File: src/rtl/fifo_burst_writer_pkg.sv
// Shared types and default constants for the FIFO burst writer.
package fifo_burst_pkg;

  localparam int unsigned FBW_WIDTH     = 8;
  localparam int unsigned FBW_LOG_DEPTH = 3;
  localparam int unsigned FBW_BURST_LEN = 4;
  localparam int unsigned FBW_TIMEOUT   = 15;

  // Two-state writer FSM; the top maps these onto plain localparam constants.
  typedef enum logic [0:0] {
    IDLE  = 1'b0,
    BURST = 1'b1
  } fbw_state_e;

  // Width of a counter that must reach max_val without wrapping (at least 1 bit).
  function automatic int unsigned fbw_cnt_width(input int unsigned max_val);
    return (max_val < 2) ? 1 : $clog2(max_val + 1);
  endfunction

endpackage

File: src/rtl/fifo_burst_writer_if.sv
// Upstream stream handshake plus FIFO write-side signals of the burst writer.
// master: the side driving the stream and modelling the FIFO; slave: the writer.
interface fifo_burst_writer_if
  import fifo_burst_pkg::*;
#(
  parameter int unsigned WIDTH     = FBW_WIDTH,
  parameter int unsigned LOG_DEPTH = FBW_LOG_DEPTH
);

  logic                 s_valid;
  logic [WIDTH-1:0]     s_data;
  logic                 s_last;
  logic                 s_ready;
  logic                 wrreq;
  logic [WIDTH-1:0]     wr_data;
  logic                 wrfull;
  logic [LOG_DEPTH-1:0] wrusedw;

  modport master (
    output s_valid, s_data, s_last, wrfull, wrusedw,
    input  s_ready, wrreq, wr_data
  );

  modport slave (
    input  s_valid, s_data, s_last, wrfull, wrusedw,
    output s_ready, wrreq, wr_data
  );

endinterface

File: src/rtl/fifo_burst_writer_stats.sv
// Burst/stall statistics for the FIFO burst writer. Only instantiated when
// FIFO_BURST_WRITER_STATS_EN is defined.
module fbw_stats (
  input  logic        wrclk,
  input  logic        aclr,
  input  logic        i_burst_close,
  input  logic        i_stall,
  output logic [15:0] o_burst_count,
  output logic [15:0] o_stall_count
);

  logic [15:0] r_burst_count;
  logic [15:0] r_stall_count;

  // Burst count wraps; stall count saturates so a long stall never reads as short.
  always_ff @(posedge wrclk or posedge aclr) begin
    if (aclr) begin
      r_burst_count <= '0;
      r_stall_count <= '0;
    end else begin
      if (i_burst_close) begin
        r_burst_count <= r_burst_count + 16'd1;
      end
      if (i_stall && (r_stall_count != 16'hFFFF)) begin
        r_stall_count <= r_stall_count + 16'd1;
      end
    end
  end

  assign o_burst_count = r_burst_count;
  assign o_stall_count = r_stall_count;

endmodule

File: src/rtl/fifo_burst_writer.sv
// Burst writer into an async FIFO: reserves BURST_LEN free words before opening
// a burst, then forwards up to BURST_LEN beats one cycle late as registered
// writes. A burst closes on BURST_LEN beats, on s_last, or after TIMEOUT idle
// cycles. Define FIFO_BURST_WRITER_STATS_EN to add burst_count/stall_count.
module fifo_burst_writer
  import fifo_burst_pkg::*;
#(
  parameter int unsigned WIDTH     = FBW_WIDTH,
  parameter int unsigned LOG_DEPTH = FBW_LOG_DEPTH,
  parameter int unsigned NUM_WORDS = (2 ** LOG_DEPTH) - 1,
  parameter int unsigned BURST_LEN = FBW_BURST_LEN,
  parameter int unsigned TIMEOUT   = FBW_TIMEOUT
) (
  input  logic                wrclk,
  input  logic                aclr,
  fifo_burst_writer_if.slave  bus,
  output logic                burst_active
`ifdef FIFO_BURST_WRITER_STATS_EN
  ,
  output logic [15:0]         burst_count,
  output logic [15:0]         stall_count
`endif
);

  localparam logic [0:0]  ST_IDLE  = 1'(IDLE);
  localparam logic [0:0]  ST_BURST = 1'(BURST);

  localparam int unsigned UsedW = LOG_DEPTH + 1;
  localparam int unsigned IdleW = fbw_cnt_width(TIMEOUT);

  localparam logic [UsedW-1:0] NumWordsW = UsedW'(NUM_WORDS);
  localparam logic [UsedW-1:0] BurstLenW = UsedW'(BURST_LEN);
  localparam logic [IdleW-1:0] IdleLastW = IdleW'(TIMEOUT - 1);

  if ((BURST_LEN < 1) || (BURST_LEN > NUM_WORDS) || (LOG_DEPTH < 2)) begin : g_param_check
    $error("fifo_burst_writer: need 1 <= BURST_LEN <= NUM_WORDS and LOG_DEPTH >= 2");
  end

  logic [0:0]       r_state;
  logic [0:0]       w_state_d;
  logic [7:0]       r_beat_cnt;
  logic [7:0]       w_beat_cnt_d;
  logic [IdleW-1:0] r_idle_cnt;
  logic [IdleW-1:0] w_idle_cnt_d;
  logic             r_wrreq;
  logic [WIDTH-1:0] r_wr_data;

  logic [UsedW-1:0] w_used_eff;
  logic [UsedW-1:0] w_free;
  logic             w_ready;
  logic             w_accept;
  logic             w_len_hit;
  logic             w_burst_close;
  logic             w_stall;

  // The write in flight this cycle is not yet in wrusedw, so count it as used.
  assign w_used_eff = {1'b0, bus.wrusedw} + {{LOG_DEPTH{1'b0}}, r_wrreq};
  assign w_free     = (w_used_eff >= NumWordsW) ? '0 : (NumWordsW - w_used_eff);

  assign w_ready   = (r_state == ST_BURST) && !bus.wrfull;
  assign w_accept  = bus.s_valid && w_ready;
  assign w_len_hit = ((32'(r_beat_cnt) + 32'd1) == BURST_LEN);

  // Next-state, beat/idle counters and the statistic strobes.
  always_comb begin
    w_state_d     = r_state;
    w_beat_cnt_d  = r_beat_cnt;
    w_idle_cnt_d  = r_idle_cnt;
    w_burst_close = 1'b0;
    w_stall       = 1'b0;
    unique case (r_state)
      ST_IDLE: begin
        if (bus.s_valid && (w_free >= BurstLenW)) begin
          w_state_d    = ST_BURST;
          w_beat_cnt_d = '0;
          w_idle_cnt_d = '0;
        end else if (bus.s_valid) begin
          w_stall = 1'b1;
        end
      end
      ST_BURST: begin
        if (w_accept) begin
          w_beat_cnt_d = r_beat_cnt + 8'd1;
          w_idle_cnt_d = '0;
          // Length and s_last on the same beat are one close, not two.
          if (w_len_hit || bus.s_last) begin
            w_state_d     = ST_IDLE;
            w_burst_close = 1'b1;
          end
        end else begin
          w_idle_cnt_d = r_idle_cnt + 1'b1;
          if (r_idle_cnt == IdleLastW) begin
            w_state_d     = ST_IDLE;
            w_burst_close = 1'b1;
          end
        end
      end
      default: begin
        w_state_d = ST_IDLE;
      end
    endcase
  end

  // State and registered FIFO write port; wr_data only moves on an accepted beat.
  always_ff @(posedge wrclk or posedge aclr) begin
    if (aclr) begin
      r_state    <= ST_IDLE;
      r_beat_cnt <= '0;
      r_idle_cnt <= '0;
      r_wrreq    <= 1'b0;
      r_wr_data  <= '0;
    end else begin
      r_state    <= w_state_d;
      r_beat_cnt <= w_beat_cnt_d;
      r_idle_cnt <= w_idle_cnt_d;
      r_wrreq    <= w_accept;
      if (w_accept) begin
        r_wr_data <= bus.s_data;
      end
    end
  end

  assign bus.s_ready   = w_ready;
  assign bus.wrreq     = r_wrreq;
  assign bus.wr_data   = r_wr_data;
  assign burst_active  = (r_state == ST_BURST);

  // Space reservation should make a write after a full-flag accept impossible.
  a_no_write_after_full: assert property (
    @(posedge wrclk) disable iff (aclr) (bus.wrfull && w_accept) |=> !bus.wrreq
  );

`ifdef FIFO_BURST_WRITER_STATS_EN
  fbw_stats u_stats (
    .wrclk         (wrclk),
    .aclr          (aclr),
    .i_burst_close (w_burst_close),
    .i_stall       (w_stall),
    .o_burst_count (burst_count),
    .o_stall_count (stall_count)
  );
`else
  logic w_stats_unused;
  assign w_stats_unused = w_burst_close ^ w_stall;
`endif

endmodule

File: src/flat_wrapper.sv
// flat-port wrapper written by rule: the top's interface ports become plain ports
module fifo_burst_writer_flat import fifo_burst_pkg::*;
#(
  parameter int unsigned WIDTH     = FBW_WIDTH,
  parameter int unsigned LOG_DEPTH = FBW_LOG_DEPTH,
  parameter int unsigned NUM_WORDS = (2 ** LOG_DEPTH) - 1,
  parameter int unsigned BURST_LEN = FBW_BURST_LEN,
  parameter int unsigned TIMEOUT   = FBW_TIMEOUT
)
  (wrclk, aclr, burst_active, bus_s_valid, bus_s_data, bus_s_last, bus_wrfull, bus_wrusedw, bus_s_ready, bus_wrreq, bus_wr_data);
  fifo_burst_writer_if #(.WIDTH(WIDTH), .LOG_DEPTH(LOG_DEPTH)) bus_i ();
  input  logic wrclk;
  input  logic aclr;
  output logic burst_active;
  input wire logic [$bits(bus_i.s_valid)-1:0] bus_s_valid;
  input wire logic [$bits(bus_i.s_data)-1:0] bus_s_data;
  input wire logic [$bits(bus_i.s_last)-1:0] bus_s_last;
  input wire logic [$bits(bus_i.wrfull)-1:0] bus_wrfull;
  input wire logic [$bits(bus_i.wrusedw)-1:0] bus_wrusedw;
  output wire logic [$bits(bus_i.s_ready)-1:0] bus_s_ready;
  output wire logic [$bits(bus_i.wrreq)-1:0] bus_wrreq;
  output wire logic [$bits(bus_i.wr_data)-1:0] bus_wr_data;
  assign bus_i.s_valid = bus_s_valid;
  assign bus_i.s_data = bus_s_data;
  assign bus_i.s_last = bus_s_last;
  assign bus_i.wrfull = bus_wrfull;
  assign bus_i.wrusedw = bus_wrusedw;
  assign bus_s_ready = bus_i.s_ready;
  assign bus_wrreq = bus_i.wrreq;
  assign bus_wr_data = bus_i.wr_data;
  fifo_burst_writer #(.WIDTH(WIDTH), .LOG_DEPTH(LOG_DEPTH), .NUM_WORDS(NUM_WORDS), .BURST_LEN(BURST_LEN), .TIMEOUT(TIMEOUT)) u_core (.wrclk(wrclk), .aclr(aclr), .bus(bus_i), .burst_active(burst_active));
endmodule
File: config.mk
export PLATFORM = sky130hd
export DESIGN_NAME = fifo_burst_writer_flat
export DESIGN_NICKNAME = d
export VERILOG_FILES = /design/src/rtl/fifo_burst_writer_pkg.sv /design/src/rtl/fifo_burst_writer_if.sv /design/src/rtl/fifo_burst_writer_stats.sv /design/src/rtl/fifo_burst_writer.sv /design/src/flat_wrapper.sv
export SDC_FILE = /design/constraint.sdc
export NUM_CORES = 1
export LEC_CHECK = 0
export ABC_AREA = 1
export CORE_AREA = 2 2 51 53
export CTS_BUF_LIST = sky130_fd_sc_hd__clkbuf_2 sky130_fd_sc_hd__clkbuf_4 sky130_fd_sc_hd__clkbuf_8
export DETAILED_ROUTE_END_ITERATION = 7
export DIE_AREA = 0 0 53 55
export PLACE_DENSITY = 0.78
export SYNTH_ARGS = -nofsm -noshare
export SYNTH_HDL_FRONTEND = slang
export SYNTH_SLANG_ARGS = --single-unit
File: constraint.sdc
create_clock -name wrclk -period 1.77 [get_ports wrclk]
set_input_delay 0.177 -clock wrclk [delete_from_list [all_inputs] [get_ports wrclk]]
set_output_delay 0.177 -clock wrclk [all_outputs]
set_load 0.02 [all_outputs]
* Yosys cells after proc, flatten, opt, wreduce, memory -nomap -nowiden
Index checks and enable logic that the tools add are counted.
** Operators by class
- Muxes and demuxes :: 12
- Equality and inequality tests :: 4
- $add $sub $neg :: 5
- Reduce and logical (&&, ||, !) cells :: 6
- $lt $le $gt $ge :: 2
- Bitwise operators :: 1
** Operators with widths (number)
- == test 32 x 3 -> 1 bit, second input constant :: 1
- two-way mux 8 bit :: 2
- one-hot mux 8 bit (2 select lines) :: 1
- two-way mux 4 bit :: 3
- adder 8 x 1 -> 9 bit, second input constant :: 1
- adder 8 x 1 -> 8 bit, second input constant :: 1
- greater-or-equal comparator 4 x 3 -> 1 bit, second input constant :: 2
- one-hot mux 4 bit (2 select lines) :: 1
- adder 3 x 1 -> 4 bit :: 1
- adder 4 x 1 -> 4 bit, second input constant :: 1
- == test 4 bit, second input constant :: 1
- two-way mux 1 bit :: 4
- subtractor 3 x 4 -> 4 bit, first input constant :: 1
- logical AND 1 bit :: 3
- inequality test 2 x 1 -> 1 bit, second input constant :: 1
- inequality test 2 bit, second input constant :: 1
- one-hot mux 1 bit (2 select lines) :: 1
- AND reduction 2 bit :: 1
- zero test 1 bit :: 1
- logical OR 1 bit :: 1
- NOT 1 bit :: 1
** Word-level totals
- Register bits after elaboration :: 22
- Word-level logic and storage cells :: 35
- Output and inout bits :: 11

* Logic depth before layout (Yosys ltp)
- Depth in word-level cells :: 7
- Depth in mapped cells :: 9

* Worst setup path before layout
Ideal clock, no wire load.
- Kind :: register to register
- Start :: register u_core.r_wrreq, in the netlist u_core.bus.wrreq
- End :: register u_core.r_beat_cnt[1]
- Setup time :: 0.117 ns
- Setup slack :: 0.214 ns
- Path buffers :: 0
- Cell stages (with the launch flop) :: 9
- Arrival time :: 1.440 ns
- Data required time :: 1.653 ns
- Period minus slack after synthesis :: 1.556 ns
- Cells stage by stage :: dfrtp_1 -> ha_1 -> ha_1 -> o21ai_0 -> nand3_1 -> nand2_4 -> inv_1 -> nand2_1 -> nand2_1
** On the way
- Cells in the longest elaborated chain, start to end :: 7
- Elaborated cells on any way between the ends :: 8
** Ends and longest elaborated chain
- start: declaration :: line fifo_burst_writer.sv:45 : logic r_wrreq;
- start signal: assignment :: line fifo_burst_writer.sv:116 : r_wrreq <= w_accept;
- adder 3 x 1 -> 4 bit * :: line fifo_burst_writer.sv:57 : assign w_used_eff = {1'b0, bus.wrusedw} + {{LOG_DEPTH{1'b0}}, r_wrreq};
- subtractor 3 x 4 -> 4 bit or greater-or-equal comparator 4 x 3 -> 1 bit (tied branches) :: line fifo_burst_writer.sv:58 : assign w_free = (w_used_eff >= NumWordsW) ? '0 : (NumWordsW - w_used_eff);
- two-way mux 4 bit * :: line fifo_burst_writer.sv:58
- greater-or-equal comparator 4 x 3 -> 1 bit * :: line fifo_burst_writer.sv:73 : if (bus.s_valid && (w_free >= BurstLenW)) begin
- logical AND 1 bit * :: line fifo_burst_writer.sv:73
- inequality test 2 x 1 -> 1 bit (no line) *
- AND reduction 2 bit (no line) *
- end signal: assignment :: line fifo_burst_writer.sv:114 : r_beat_cnt <= w_beat_cnt_d;
- end: declaration :: line fifo_burst_writer.sv:41 : logic [7:0] r_beat_cnt;
Mark *: on every way between the ends. The rest lies on a longest branch, timed or not.
A chain may end at the register's enable or synchronous reset.

* Worst setup path after layout
Same ends and word-level chain as after synthesis.

==> out/metrics.yaml <==
status: "completed"
dpl_cell_area_mm2: 0.001429
start_util_pct: 48.47
timing.final.hold_violations: 0
power_density_mw_per_mm2: 1437
share_of_layout_cells_above_drive_strength_1_pct: 6.395
summed_negative_setup_slack_over_all_endpoints_ns: 0
ir_drop_mv: 1.107
flip_flop_and_latch_count_after_synthesis: 22
synth-seq-area-share_pct: 48.03
ioPinCount: 27
vias_per_cell: 5.059
cp_data_arrival_time_ns: 1.84
final_cell_count_no_fill: 202
area_of_the_die_mm2: 0.002915
clock_latency_ns: 0.30
cp_max_fo: 8
critical_path.startpoint_type: "register"
worstPathCellList: "ha_1 -> ha_1 -> o21ai_0 -> nand3_1 -> nand2_4 -> inv_1 -> nand2_1 -> nand2_1"
cp_slowest_cell: "dfrtp_1"
wl_um: 2305
synth_area_per_cell_um2: 8.015
post_cts_hold_buffer_count: 0
layout_worst_path_cycle_share_pct: 92.40
wire_length_of_the_first_global_routing_pass_um: 3919
final.setup_skew_ns: 0.002483
dr.pass1.iters: 4
finalSetupViolations: 0
dp.final_hpwl_um: 1733
critPathBufInv: 1
worstHoldPathType: "in -> async"
clock_tree_from_tritoncts: "done"
yosys_warnings: 0
grt_util_all_layers_pct: 18.58
core-area_mm2: 0.002365
layout.filler_cells: 222
grt_pass1_vias: 982
area_growth_pct: 28.06
timing_worst_slew_pin_value_ns: 0.2749
syn-cell-area_mm2: 0.001146
htree_num_levels: 1
core_occupancy_in_the_finished_layout_pct: 62.06
vias: 1022
most_common_library_cell_in_the_layout_ignoring_fill_and_taps: "nand2_1"
numPlacedInstances: 198
worstSetupPathType: "reg -> reg"
postSynthCellCount: 143
timing_max_transition_violations_final: 0
cts_sinks: 22
slew_headroom_pct: 81.61
cts_buffers: 3
antenna_found_initial: 0
endpoint_kind: "register"
synthesis.nets: 165
achievable-frequency_ghz: 0.6115
total_leakage_power_nw: 0.7236
critical-path-top-delay-family: "simple AND/OR/NAND/NOR gates"
final_nets: 195
place.port_buffers: 26
ant_nets: 0
cts-root-to-sink-buffers: 2
commonest_cells_after_routing_fill_and_taps_aside: "53 x nand2_1, 25 x clkdlybuf4s50_1, 22 x dfrtp_1, 14 x nand3_1, 14 x o21ai_0"
avgRoutedWirePerCell_um: 11.41
whs_ns: 0.1903
cp_slowest_stage_delay_ns: 0.40
stdcell_area_mm2: 0.001468
post-route-min-period_ns: 1.635
die_w_um: 53
drc_errors: 0
cap_violations: 0
synth.lib_cells_used.distinct: 16
row_count: 18
grt_start_max_net_pins: 23
gr-total-overflow: 0
drtIter0Drc: 7
grt_setup_unrepaired: "false"
clock_pin_slew_on_the_worst_setup_and_hold_paths_ns: 0.12
worst_ep_required_time_ns: 1.98
root_buffer: "clkbuf_4"
diodes: 0
die_y_um: 55
place_congestion: 0.8188
[logic make-up after synthesis]
| group | share of synthesized area [%] |
|---|---|
| adder cells (fa/ha/maj) | 6.550 |
| AND/OR/NAND/NOR | 29.48 |
| flip-flops | 48.04 |
| XOR/XNOR | 2.293 |
| AO/OA/AOI/OAI | 6.769 |
| buffers and inverters | 6.878 |
[per-stage QoR]
stage | setup slack (ns) | power, mW
global placement | 0.03730 | 1.796
floorplan | 0.2136 | 1.454
CTS | 0.03415 | 2.129
global route | 0.01271 | 2.263
detailed placement | -0.03009 | 1.844
finish | 0.1346 | 2.109
[power by group]
| part | total (mW) | internal, mW | switching, mW |
|---|---|---|---|
| Sequential | 0.906 | 0.718 | 0.187 |
| Combinational | 0.929 | 0.406 | 0.523 |
| Clock | 0.274 | 0.125 | 0.149 |
| Total | 2.11 | 1.25 | 0.859 |
[path summary, 6_finish.rpt]
kind / to / from / depth (start not counted) / slack (ns)
hold / removal: u_core.bus.wr_data[1]$_DFFE_PP0P_ / aclr / 3 / 0.19
max in group asynchronous: u_core.r_idle_cnt[0]$_DFFE_PP0P_ / aclr / 3 / 1.36
setup reg to reg: u_core.r_beat_cnt[1]$_DFFE_PP0P_ / u_core.bus.wrreq$_DFF_PP0_ / 8 / 0.13
hold reg to reg: u_core.bus.wr_data[4]$_DFFE_PP0P_ / u_core.bus.wr_data[4]$_DFFE_PP0P_ / 2 / 0.50
setup / recovery: u_core.r_beat_cnt[1]$_DFFE_PP0P_ / u_core.bus.wrreq$_DFF_PP0_ / 8 / 0.13
min in group wrclk: u_core.bus.wr_data[7]$_DFFE_PP0P_ / bus_s_data[7] / 3 / 0.40
[layer usage]
metal  share of wire [%]  up-vias  GRT usage (%)  wire (µm)
met5                   0        -              0          0
met4                 2.3        0          8.547         52
met3                 4.3        7          2.688         99
met2                  51       21          34.17       1166
met1                  43      488          21.44        986
li1                    -      506              -          -
[state kept, by name (all words and copies together) (netlist names)]
signal               count
u_core.bus.wrreq         1
u_core.burst_active      1
u_core.r_beat_cnt        8
u_core.r_idle_cnt        4
u_core.bus.wr_data       8
[layout make-up]
type | instances | area, µm² | share of cell area [%]
flip-flops and latches | 22 | 550.5 | 37.51
clock buffers | 4 | 36.28 | 2.472
repair buffers | 27 | 270.3 | 18.41
multi-input cells | 104 | 516.7 | 35.21
inverters | 15 | 56.30 | 3.836
well taps | 30 | 37.54 | 2.558
[what timing repair did]
item / in CTS / in global routing
endpoints found under the setup margin: 0 / 1
resized for setup: 0 / 1
endpoints found under the hold margin: 0 / 0
buffers inserted: 0 / 0
[synthesized netlist by cell type]
library cell	count	area (µm²)
nor2_1	9	33.78
xor2_1	2	17.52
buf_6	2	22.52
ha_1	6	75.07
nand2_2	1	6.260
nor2_4	1	11.26
xnor2_1	1	8.760
inv_2	2	7.510
nand3_1	14	70.07
nand2_4	1	11.26
nand2_1	53	198.9
o21ai_0	14	70.07
nor2_2	1	6.260
inv_1	13	48.80
dfrtp_1	22	550.5
o21bai_1	1	7.510
[tightest hold or removal path, delay by kind of cell]
kind | cells | cell delay [ns]
buffers and inverters | 3 | 0.71
No activity file was read; power rests on OpenSTA's default activity.
